## src/rtl/scl_spare_mon_pkg.sv

```systemverilog
// -----------------------------------------------------------------------------
// scl_spare_mon_pkg
// Shared definitions for the spare-cell tie-low monitor:
//   - scan FSM state encoding
//   - default values for the monitor parameters
//   - debounce counter width and its next-value helper
// Optional feature macro used by the top: SCL_SPARE_MON_AUTO_EN.
// -----------------------------------------------------------------------------
package scl_spare_mon_pkg;

   typedef enum logic [2:0] {
      ST_IDLE  = 3'd0,
      ST_SYNC0 = 3'd1,
      ST_SYNC1 = 3'd2,
      ST_SCAN  = 3'd3,
      ST_DONE  = 3'd4
   } state_e;

   localparam int NUM_CELLS_DEF   = 4;
   localparam int DEBOUNCE_DEF    = 3;
   localparam int CNT_W_DEF       = 8;
   localparam int AUTO_PERIOD_DEF = 256;

   // Wide enough for the largest legal debounce limit (7).
   localparam int DCNT_W = 3;

   // Debounce step: a high sample counts up and saturates at lim, a low
   // sample restarts the count.
   function automatic logic [DCNT_W-1:0] dcnt_step(
      input logic [DCNT_W-1:0] cur,
      input logic [DCNT_W-1:0] lim,
      input logic              hi
   );
      logic [DCNT_W-1:0] nxt;
      if (!hi) begin
         nxt = {DCNT_W{1'b0}};
      end else if (cur >= lim) begin
         nxt = lim;
      end else begin
         nxt = cur + {{(DCNT_W-1){1'b0}}, 1'b1};
      end
      return nxt;
   endfunction

endpackage

```

## src/rtl/scl_sync2.sv

```systemverilog
// -----------------------------------------------------------------------------
// scl_sync2
// Free-running two-flop synchronizer, WIDTH bits wide.
// Ports:
//   clk  - destination clock
//   rst  - synchronous active-high reset, clears both flop stages
//   d    - asynchronous input bits
//   q    - synchronized output bits (two clk cycles of latency)
// -----------------------------------------------------------------------------
module scl_sync2 #(
   parameter int WIDTH = 4
) (
   input  logic             clk,
   input  logic             rst,
   input  logic [WIDTH-1:0] d,
   output logic [WIDTH-1:0] q
);

   logic [WIDTH-1:0] meta_r;
   logic [WIDTH-1:0] sync_r;

   // Two flop stages; the first may go metastable, the second settles it.
   always_ff @(posedge clk) begin
      if (rst) begin
         meta_r <= {WIDTH{1'b0}};
         sync_r <= {WIDTH{1'b0}};
      end else begin
         meta_r <= d;
         sync_r <= meta_r;
      end
   end

   assign q = sync_r;

endmodule

```

## src/rtl/scl_spare_tie_monitor.sv

```systemverilog
// -----------------------------------------------------------------------------
// scl_spare_tie_monitor
// Periodically scans the LO outputs of spare-cell tie macros. A cell whose LO
// output reads high on DEBOUNCE consecutive scans is flagged in a sticky fault
// map and counted. A scan is IDLE -> SYNC0 -> SYNC1 -> SCAN (NUM_CELLS
// cycles, one cell per cycle in ascending order) -> DONE.
// Optional feature: define SCL_SPARE_MON_AUTO_EN to add a free-running
// interval counter that requests a scan every AUTO_PERIOD cycles.
// Ports:
//   wb_clk_i     - clock
//   wb_rst_i     - synchronous active-high reset
//   tie_lo_i     - spare-cell LO outputs (asynchronous)
//   start_i      - one-cycle scan request (ignored unless idle)
//   clr_i        - clear sticky fault state and debounce counters
//   busy_o       - scan in progress
//   done_o       - one-cycle pulse at scan completion
//   fault_map_o  - sticky per-cell fault flags
//   fault_cnt_o  - faults declared since last clear (saturating)
//   fault_o      - OR of the fault map
// -----------------------------------------------------------------------------
module scl_spare_tie_monitor
   import scl_spare_mon_pkg::*;
#(
   parameter int NUM_CELLS   = NUM_CELLS_DEF,
   parameter int DEBOUNCE    = DEBOUNCE_DEF,
   parameter int CNT_W       = CNT_W_DEF,
   parameter int AUTO_PERIOD = AUTO_PERIOD_DEF
) (
   input  logic                 wb_clk_i,
   input  logic                 wb_rst_i,
   input  logic [NUM_CELLS-1:0] tie_lo_i,
   input  logic                 start_i,
   input  logic                 clr_i,
   output logic                 busy_o,
   output logic                 done_o,
   output logic [NUM_CELLS-1:0] fault_map_o,
   output logic [CNT_W-1:0]     fault_cnt_o,
   output logic                 fault_o
);

   localparam int IDX_W = (NUM_CELLS > 1) ? $clog2(NUM_CELLS) : 1;
   localparam logic [IDX_W-1:0]  LAST_IDX = IDX_W'(NUM_CELLS - 1);
   localparam logic [DCNT_W-1:0] DB_LIM   = DCNT_W'(DEBOUNCE);

   logic [NUM_CELLS-1:0] tie_sync_s;
   state_e               state_r;
   state_e               state_s;
   logic [IDX_W-1:0]     idx_r;
   logic [IDX_W-1:0]     idx_s;
   logic [DCNT_W-1:0]    dcnt_r [NUM_CELLS];
   logic [DCNT_W-1:0]    cell_dcnt_s;
   logic                 scan_s;
   logic                 hit_s;
   logic                 start_s;
   logic                 auto_start_s;
   logic                 busy_r;
   logic                 done_r;
   logic [NUM_CELLS-1:0] map_r;
   logic [NUM_CELLS-1:0] map_s;
   logic [CNT_W-1:0]     cnt_r;
   logic [CNT_W-1:0]     cnt_s;
   logic                 fault_r;

   scl_sync2 #(
      .WIDTH (NUM_CELLS)
   ) u_sync (
      .clk (wb_clk_i),
      .rst (wb_rst_i),
      .d   (tie_lo_i),
      .q   (tie_sync_s)
   );

`ifdef SCL_SPARE_MON_AUTO_EN
   localparam int AP_W = $clog2(AUTO_PERIOD);
   localparam logic [AP_W-1:0] AP_LAST = AP_W'(AUTO_PERIOD - 1);

   logic [AP_W-1:0] auto_cnt_r;

   // Free-running interval counter; wraps every AUTO_PERIOD cycles.
   always_ff @(posedge wb_clk_i) begin
      if (wb_rst_i) begin
         auto_cnt_r <= {AP_W{1'b0}};
      end else if (auto_cnt_r == AP_LAST) begin
         auto_cnt_r <= {AP_W{1'b0}};
      end else begin
         auto_cnt_r <= auto_cnt_r + {{(AP_W-1){1'b0}}, 1'b1};
      end
   end

   // A tick that lands while a scan is running is dropped, not held.
   assign auto_start_s = (auto_cnt_r == AP_LAST) && !busy_r;
`else
   assign auto_start_s = 1'b0;
`endif

   assign start_s = start_i | auto_start_s;

   // Scan sequencing: next state and cell index.
   always_comb begin
      state_s = state_r;
      idx_s   = idx_r;
      case (state_r)
         ST_IDLE: begin
            if (start_s) begin
               state_s = ST_SYNC0;
            end else begin
               state_s = ST_IDLE;
            end
         end
         ST_SYNC0: state_s = ST_SYNC1;
         ST_SYNC1: begin
            state_s = ST_SCAN;
            idx_s   = {IDX_W{1'b0}};
         end
         ST_SCAN: begin
            if (idx_r == LAST_IDX) begin
               state_s = ST_DONE;
               idx_s   = {IDX_W{1'b0}};
            end else begin
               idx_s   = idx_r + {{(IDX_W-1){1'b0}}, 1'b1};
            end
         end
         ST_DONE: state_s = ST_IDLE;
         default: begin
            state_s = ST_IDLE;
            idx_s   = {IDX_W{1'b0}};
         end
      endcase
   end

   // Fault evaluation for the cell under scan; clr_i overrides any new fault.
   always_comb begin
      scan_s      = (state_r == ST_SCAN);
      cell_dcnt_s = dcnt_step(dcnt_r[idx_r], DB_LIM, tie_sync_s[idx_r]);
      hit_s       = scan_s && (cell_dcnt_s == DB_LIM) && !map_r[idx_r];
      map_s       = map_r;
      cnt_s       = cnt_r;
      if (clr_i) begin
         map_s = {NUM_CELLS{1'b0}};
         cnt_s = {CNT_W{1'b0}};
      end else if (hit_s) begin
         map_s[idx_r] = 1'b1;
         if (cnt_r != {CNT_W{1'b1}}) begin
            cnt_s = cnt_r + {{(CNT_W-1){1'b0}}, 1'b1};
         end else begin
            cnt_s = cnt_r;
         end
      end else begin
         map_s = map_r;
         cnt_s = cnt_r;
      end
   end

   // FSM state, index and registered outputs.
   always_ff @(posedge wb_clk_i) begin
      if (wb_rst_i) begin
         state_r <= ST_IDLE;
         idx_r   <= {IDX_W{1'b0}};
         busy_r  <= 1'b0;
         done_r  <= 1'b0;
         map_r   <= {NUM_CELLS{1'b0}};
         cnt_r   <= {CNT_W{1'b0}};
         fault_r <= 1'b0;
      end else begin
         state_r <= state_s;
         idx_r   <= idx_s;
         busy_r  <= (state_s != ST_IDLE);
         done_r  <= (state_s == ST_DONE);
         map_r   <= map_s;
         cnt_r   <= cnt_s;
         fault_r <= |map_s;
      end
   end

   // Per-cell debounce counters; only the cell under scan is updated.
   always_ff @(posedge wb_clk_i) begin
      if (wb_rst_i || clr_i) begin
         for (int i = 0; i < NUM_CELLS; i++) begin
            dcnt_r[i] <= {DCNT_W{1'b0}};
         end
      end else if (scan_s) begin
         dcnt_r[idx_r] <= cell_dcnt_s;
      end
   end

   assign busy_o      = busy_r;
   assign done_o      = done_r;
   assign fault_map_o = map_r;
   assign fault_cnt_o = cnt_r;
   assign fault_o     = fault_r;

endmodule
```

## config.mk

```make
export PLATFORM = sky130hd
export DESIGN_NAME = scl_spare_tie_monitor
export DESIGN_NICKNAME = d
export VERILOG_FILES = /design/src/rtl/scl_spare_mon_pkg.sv /design/src/rtl/scl_sync2.sv /design/src/rtl/scl_spare_tie_monitor.sv
export SDC_FILE = /design/constraint.sdc
export NUM_CORES = 1
export LEC_CHECK = 0
export ABC_AREA = 0
export BUFFER_PORTS_ARGS = -buffer_cell sky130_fd_sc_hd__buf_2
export CORE_ASPECT_RATIO = 2
export CORE_MARGIN = 5
export CORE_UTILIZATION = 56
export DETAILED_ROUTE_END_ITERATION = 8
export GPL_ROUTABILITY_DRIVEN = 0
export PLACE_DENSITY = 0.76
export SYNTH_ARGS = -nofsm -noshare
export SYNTH_HDL_FRONTEND = slang
export SYNTH_HIERARCHICAL = 1
export SYNTH_SLANG_ARGS = --single-unit
```

## constraint.sdc

```tcl
create_clock -name wb_clk_i -period 3.1 [get_ports wb_clk_i]
set_input_delay 0.465 -clock wb_clk_i [delete_from_list [all_inputs] [get_ports wb_clk_i]]
set_output_delay 0.465 -clock wb_clk_i [all_outputs]
set_load 0.05 [all_outputs]
```

==> key figures, run 1 <==
Status
  – Status: complete, no violations

STA
  – Tmin final: 2.67 ns
  – Layout Skew: between 0.008 and 0.009 ns
  – Slew Limit Fails: 0
  – Ratio of final minimum period to clock period: 86.1%
  – Relative slew slack: 61.7%
  – Least-Margin Pin Slew: between 0.5 and 0.6 ns
  – # setup viols final: 0
  – Final Worst Setup Slack: 0.431 ns
  – Sum of negative setup slack: 0 ns
  – Final hold vios: 0
  – Final hold slack: about 0.39 ns
  – Fmax: 375 MHz
  – Unrepaired setup endpoints after global routing: no

Yosys
  – Synth Area per Inst: between 10 and 15 um2
  – Leading area contributor after synthesis: dfxtp_1
  – Synthesized cell area: around 0.0018 mm2
  – Unique masters post-synth: 37
  – Synth area leaders: dfxtp_1 (33%), edfxtp_1 (20%), nor2_1 (5.4%)
  – Syn_nets: 184
  – Share of Yosys cell area claimed by the top area cell type: 33.1%
  – Cell count after synthesis: 169
  – Total number of yosys warnings: 6
  – Seq/Total Area, Yosys: 53.0%
  – Synthesized flop and latch total: 42

Hold path
  – HP Start: tie_lo_i[0]
  – Min-Delay Path Class: in2reg
  – Hold EP: u_sync/meta_r[0]
  – Hold depth: 2

Final layout
  – Fin util: 64.0%
  – Area of the multi-input gates: 802 um2
  – Fin nets: 208
  – Share of cells above drive strength 1: 19.2%
  – FF+latch area: ~960 um2
  – Fill cells: 268
  – N_diodes: 0
  – Final Non-Filler Cells: 224
  – Design area: 0.00202 mm2
  – Synth-to-Final Area Change: 11.5%

Placed design
  – Port bufs: 22
  – DP Cell Count: 217
  – DPL Wire Length: slightly below 3000 um
  – DP Area: 0.00193 mm2
  – Placement Setup Slack: 0.443 ns

Power
  – Sw Share: 22.3%
  – Final Power: 1.00 mW
  – Sw power: 0.224 mW
  – Worst vdd ir: roughly 480 uV
  – Int Pwr: about 0.8 mW
  – Pleak: 0.769 nW
  – Seq pwr share: 58.8%
  – Clk pwr share: 34.8%
  – Gate power share: 6.4%
  – Pwr Density: 497 mW/mm2

GRT
  – Initial antenna violation count: 0
  – Vias in the first global route: about 1,500
  – First-pass GRT wire length: 6280 um
  – Pin count of the biggest net entering global routing: 18
  – Total gr overflow: 0
  – All-Layer GR Usage: approximately 18%

Detailed routing
  – Initial DRC Count: 33
  – Drt first pass iters: 5
  – Vias/cell: just over 6
  – Wirelength per Cell: 17.1 um
  – Via count: ~1,400
  – DRC errors left: 0
  – Final wirelength: between 3000 and 4000 um
  – Post-DRT Antenna Nets: 0

Worst setup path
  – R2R depth: 8
  – Critical Path AT: 2.89 ns
  – Critical Path Start Type: register
  – Critical Path RT: 3.32 ns
  – Crit. End Element: register
  – WS Path Type: reg2reg
  – FF-to-FF setup slack: 0.43 ns
  – R2r endpoint: fault_cnt_o[3]
  – Critical path fanouts, max: 13

Clock tree
  – CTS Buf Count: 5
  – Worst-path clk slew: 0.08 ns
  – CTS Hold Bufs: 0
  – Sink count of the clock tree: 42
  – Post-CTS setup buffers: 0
  – H-tree depth: 2
  – # resized after CTS: 0
  – Worst skew pair latency: 0.29 ns
  – Clk root buf: clkbuf_8
  – Clock Path Buffers: 2
  – CTS tree: done

Floorplanning
  – Chip height: ~90 um
  – Core footprint: 0.00316 mm2
  – Initial Utilization: 57.4%
  – Io pins: 23
  – Row count: 29
  – Die width: 50.2 um
  – Die ar.: 0.00454 mm2

Job
  – # Max-Cap Violations: 0
==> cell families (layout without fill, tap and decap cells) <==
group	after synthesis	in the layout	share of synthesized area [%]
and+or+nand+nor	72	72	20.8
AOI/OAI and AO/OA	31	31	11.5
DFF	42	42	53.0
buffers and inverters	11	35	2.69
adders and majority gates	7	7	4.83
muxes	6	6	7.11
==> flip-flops by register name, summed over array words and instances (netlist names), named ones only <==
signal         cells
dcnt_r            12
busy_o             1
u_sync/meta_r      4
idx_r              2
state_r            3
done_o             1
u_sync/q           4
fault_map_o        4
fault_cnt_o        8
fault_o            1
==> critical path, stage by stage, from the launching register on <==
cell,delay [ns]
dfxtp_1,0.42
mux4_2,0.59
ha_1,0.23
ha_1,0.28
nand2_1,0.09
nor2_4,0.13
o211ai_4,0.15
or4_1,0.54
a21oi_1,0.16
==> layout by cell type (no fill, tap or decap), types with 6 or more instances in the layout <==
cell,count
dfxtp_1,30
nor2_1,26
buf_2,22
a21oi_1,14
nand2_1,12
edfxtp_1,12
nor2b_1,8
ha_1,7
inv_1,6
clkbuf_8,6
==> worst max-delay path by stage <==
| stage | cells after the start | to |
|---|---|---|
| 2_1_floorplan | 8 | fault_cnt_o[7] |
| 6_report | 8 | fault_cnt_o[3] |
| 3_5_place_dp | 8 | fault_cnt_o[3] |
| 4_1_cts | 8 | fault_cnt_o[3] |
| 3_3_place_gp | 8 | fault_cnt_o[7] |
| 5_1_grt | 8 | fault_cnt_o[3] |
==> power by group through the flow <==
stage	Combinational, mW	Sequential (mW)	Clock (mW)
after floorplan	0.0453	0.603	0
after global placement	0.0605	0.603	0
after global routing	0.0715	0.592	0.381
final	0.0645	0.591	0.349
after CTS	0.0645	0.591	0.353
after detailed placement	0.0641	0.604	0
==> synth_stat cells (all sizes together) <==
cell    instances
mux4            5
or3             2
edfxtp         12
buf             1
nand3           3
nor2b           8
o211a           1
o211ai          2
o21ai           4
o31ai           4
nand2          12
nor4            2
a21oi          14
inv             6
or2             4
o311ai          1
dfxtp          30
a31oi           1
and3            1
nor3            5
o31a            1
and4b           1
nand3b          2
clkbuf          4
nor2           28
nand4           1
or4             3
o41ai           3
ha              7
mux2i           1
==> final cells by class <==
type / count / area share [%]
flip-flops and latches: 42 / 47.6
multi-input cells: 116 / 39.7
repair buffers: 22 / 5.45
clock buffers: 7 / 4.27
well taps: 31 / 1.92
inverters: 6 / 1.11
==> layer usage <==
| metal | up-vias | track usage, % | wire length (um) |
|---|---|---|---|
| li1 | 656 | - | - |
| met1 | 663 | 15.4 | 1270 |
| met2 | 41 | 34.1 | 2260 |
| met3 | 12 | 4.46 | 155 |
| met4 | 0 | 10.9 | 139 |
| met5 | - | 0 | 0 |
Power figures use the tool's default switching activity.
==> run 2: changes to the inputs <==
CELL_PAD_IN_SITES_DETAIL_PLACEMENT = 1   (was unset)
CELL_PAD_IN_SITES_GLOBAL_PLACEMENT = 1   (was unset)
CORE_UTILIZATION = 48   (was 56)
PLACE_DENSITY = 0.81   (was 0.76)
clock period = 3.3 ns   (was 3.1 ns; I/O delays follow)
==> key figures, run 2 (synthesized netlist as in run 1, its figures left out) <==
Status
  – Status: complete, no violations

STA
  – Slew Limit Fails: 0
  – Sum of negative setup slack: 0 ns
  – Final hold vios: 0
  – Ratio of final minimum period to clock period: between 80% and 90%
  – Least-Margin Pin Slew: 0.620 ns
  – Unrepaired setup endpoints after global routing: no
  – Tmin final: 2.68 ns
  – # setup viols final: 0
  – Fmax: approximately 370 MHz
  – Final Worst Setup Slack: 0.621 ns
  – Layout Skew: 0.0123 ns
  – Relative slew slack: 58.5%

Worst setup path
  – CP Cell Sequence: mux4_2, ha_1, ha_1, nand2_1, nor2_4, o211ai_4, or4_1, a21oi_1
  – Cell mode on critical path: ha_1
  – Critical path fanouts, max: 13
  – CP endpoint: fault_cnt_o[4]
  – R2r endpoint: fault_cnt_o[4]
  – Slowest cell delay on critical path: 0.59 ns
  – Critical-path top delay cell: mux4_2
  – Critical Path AT: 2.90 ns
  – Critical Path RT: 3.52 ns
  – Critical Path Start Type: register
  – Crit. End Element: register
  – R2R depth: 8
  – WS Path Type: reg2reg
  – FF-to-FF setup slack: 0.62 ns

Detailed routing
  – Final wirelength: 3980 um
  – Wirelength per Cell: 16.4 um
  – DRC errors left: 0
  – Vias/cell: 5.64
  – Via count: 1,370
  – Drt first pass iters: 4
  – Initial DRC Count: 22
  – Post-DRT Antenna Nets: 0

Floorplanning
  – Die ar.: 0.00518 mm2
  – Core footprint: ~0.0036 mm2
  – Row count: 31
  – Initial Utilization: 49.7%
  – Chip height: roughly 97 um
  – Io pins: 23
  – Die width: 53.4 um

Clock tree
  – Worst skew pair latency: 0.30 ns
  – CTS tree: done
  – Clk root buf: clkbuf_8
  – CTS Hold Bufs: 0
  – # resized after CTS: 0
  – Clock Path Buffers: 2
  – CTS Buf Count: 5
  – Sink count of the clock tree: 42
  – Post-CTS setup buffers: 0
  – Worst-path clk slew: about 0.09 ns
  – H-tree depth: 2

Final layout
  – Share of cells above drive strength 1: 19.1%
  – Commonest non-fill, non-tap cell in the layout: dfxtp_1
  – Max reg flops: 12
  – Largest reg by FF count: dcnt_r
  – Leading cell types in the layout, fill and taps excluded: dfxtp_1 (30), nor2_1 (26), buf_2 (22)
  – N_diodes: 0
  – Synth-to-Final Area Change: 13.9%
  – Design area: 0.00206 mm2
  – Fin nets: 208
  – Fill cells: 443

Placed design
  – Port bufs: 22
  – DP Area: 0.00196 mm2
  – Placement Setup Slack: 0.639 ns
  – DPL Wire Length: a little over 3000 um

GRT
  – Total gr overflow: 0
  – Initial antenna violation count: 0
  – All-Layer GR Usage: between 10% and 20%
  – First-pass GRT wire length: between 6000 and 7000 um
  – Vias in the first global route: between 1,000 and 1,500
  – Pin count of the biggest net entering global routing: 18

Power
  – Pleak: between 0.7 and 0.8 nW
  – Sw power: roughly 0.22 mW
  – Int Pwr: 0.791 mW
  – Pwr Density: approximately 490 mW/mm2
  – Clk pwr share: about two fifths
  – Worst vdd ir: ~450 uV
  – Final Power: 1.01 mW
  – Gate power share: 6.0%
  – Sw Share: 21.8%
  – Seq pwr share: between 50% and 60%

Hold path
  – Min-Delay Path Class: in2reg

Job
  – # Max-Cap Violations: 0
## run 2: changes by cell type in the layout (fill, tap and decap cells not counted), sizes merged
cell,previous run,this run
bufinv,0,1
clkbuf,7,6
clkinv,0,1
## run 2: area by class of cell
class | count | area [um2] | share of cell area, %
clock inverters | 2 | 33.8 | 1.64
repair buffers | 22 | 110 | 5.34
well taps | 49 | 61.3 | 2.97
clock buffers | 6 | 72.6 | 3.52
inverters | 6 | 22.5 | 1.09
multi-input cells | 116 | 802 | 38.9
flip-flops and latches | 42 | 961 | 46.6
## run 2: power groups by stage
stage               Clock [mW]  Sequential, mW  Combinational [mW]
finish                   0.395           0.556              0.0609
floorplan                    0           0.566              0.0425
global placement             0           0.566              0.0577
CTS                      0.404           0.556              0.0615
detailed placement           0           0.568              0.0609
global route             0.429           0.557              0.0664
## run 2: how the worst min path moves through the flow
stage                     startpoint               end  slack, ns  cells after the start
finish                   tie_lo_i[0]  u_sync/meta_r[0]       0.41                      2
global route             tie_lo_i[0]  u_sync/meta_r[0]       0.42                      2
CTS                      tie_lo_i[0]  u_sync/meta_r[0]       0.41                      2
detailed placement  u_sync/meta_r[0]       u_sync/q[0]       0.43                      1
global placement    u_sync/meta_r[1]       u_sync/q[1]       0.42                      1
floorplan           u_sync/meta_r[0]       u_sync/q[0]       0.41                      1
## run 2: metal layers
layer	GRT usage [%]	vias up	routed length [um]
met2	32.3	30	2360
met1	15.0	674	1370
li1	-	656	-
met3	3.38	10	144
met4	7.68	0	103
met5	0	-	0
## run 2: metrics by stage
stage | util [%] | hold slack (ns) | std cells
after floorplan | - | 0.414 | 169
after global placement | 53.7 | 0.417 | 235
after detailed placement | 53.7 | 0.431 | 235
after CTS | 56.6 | 0.407 | 243
after global routing | 56.6 | 0.415 | 243
final | 56.6 | 0.411 | 243
## run 2: critical path: cells and delay by family (launching register included)
kind / cells / cell delay (ns)
adder cells (fa/ha/maj): 2 / 0.51
AO/OA/AOI/OAI: 2 / 0.31
AND/OR/NAND/NOR: 3 / 0.75
multiplexers: 1 / 0.59
flip-flops: 1 / 0.43
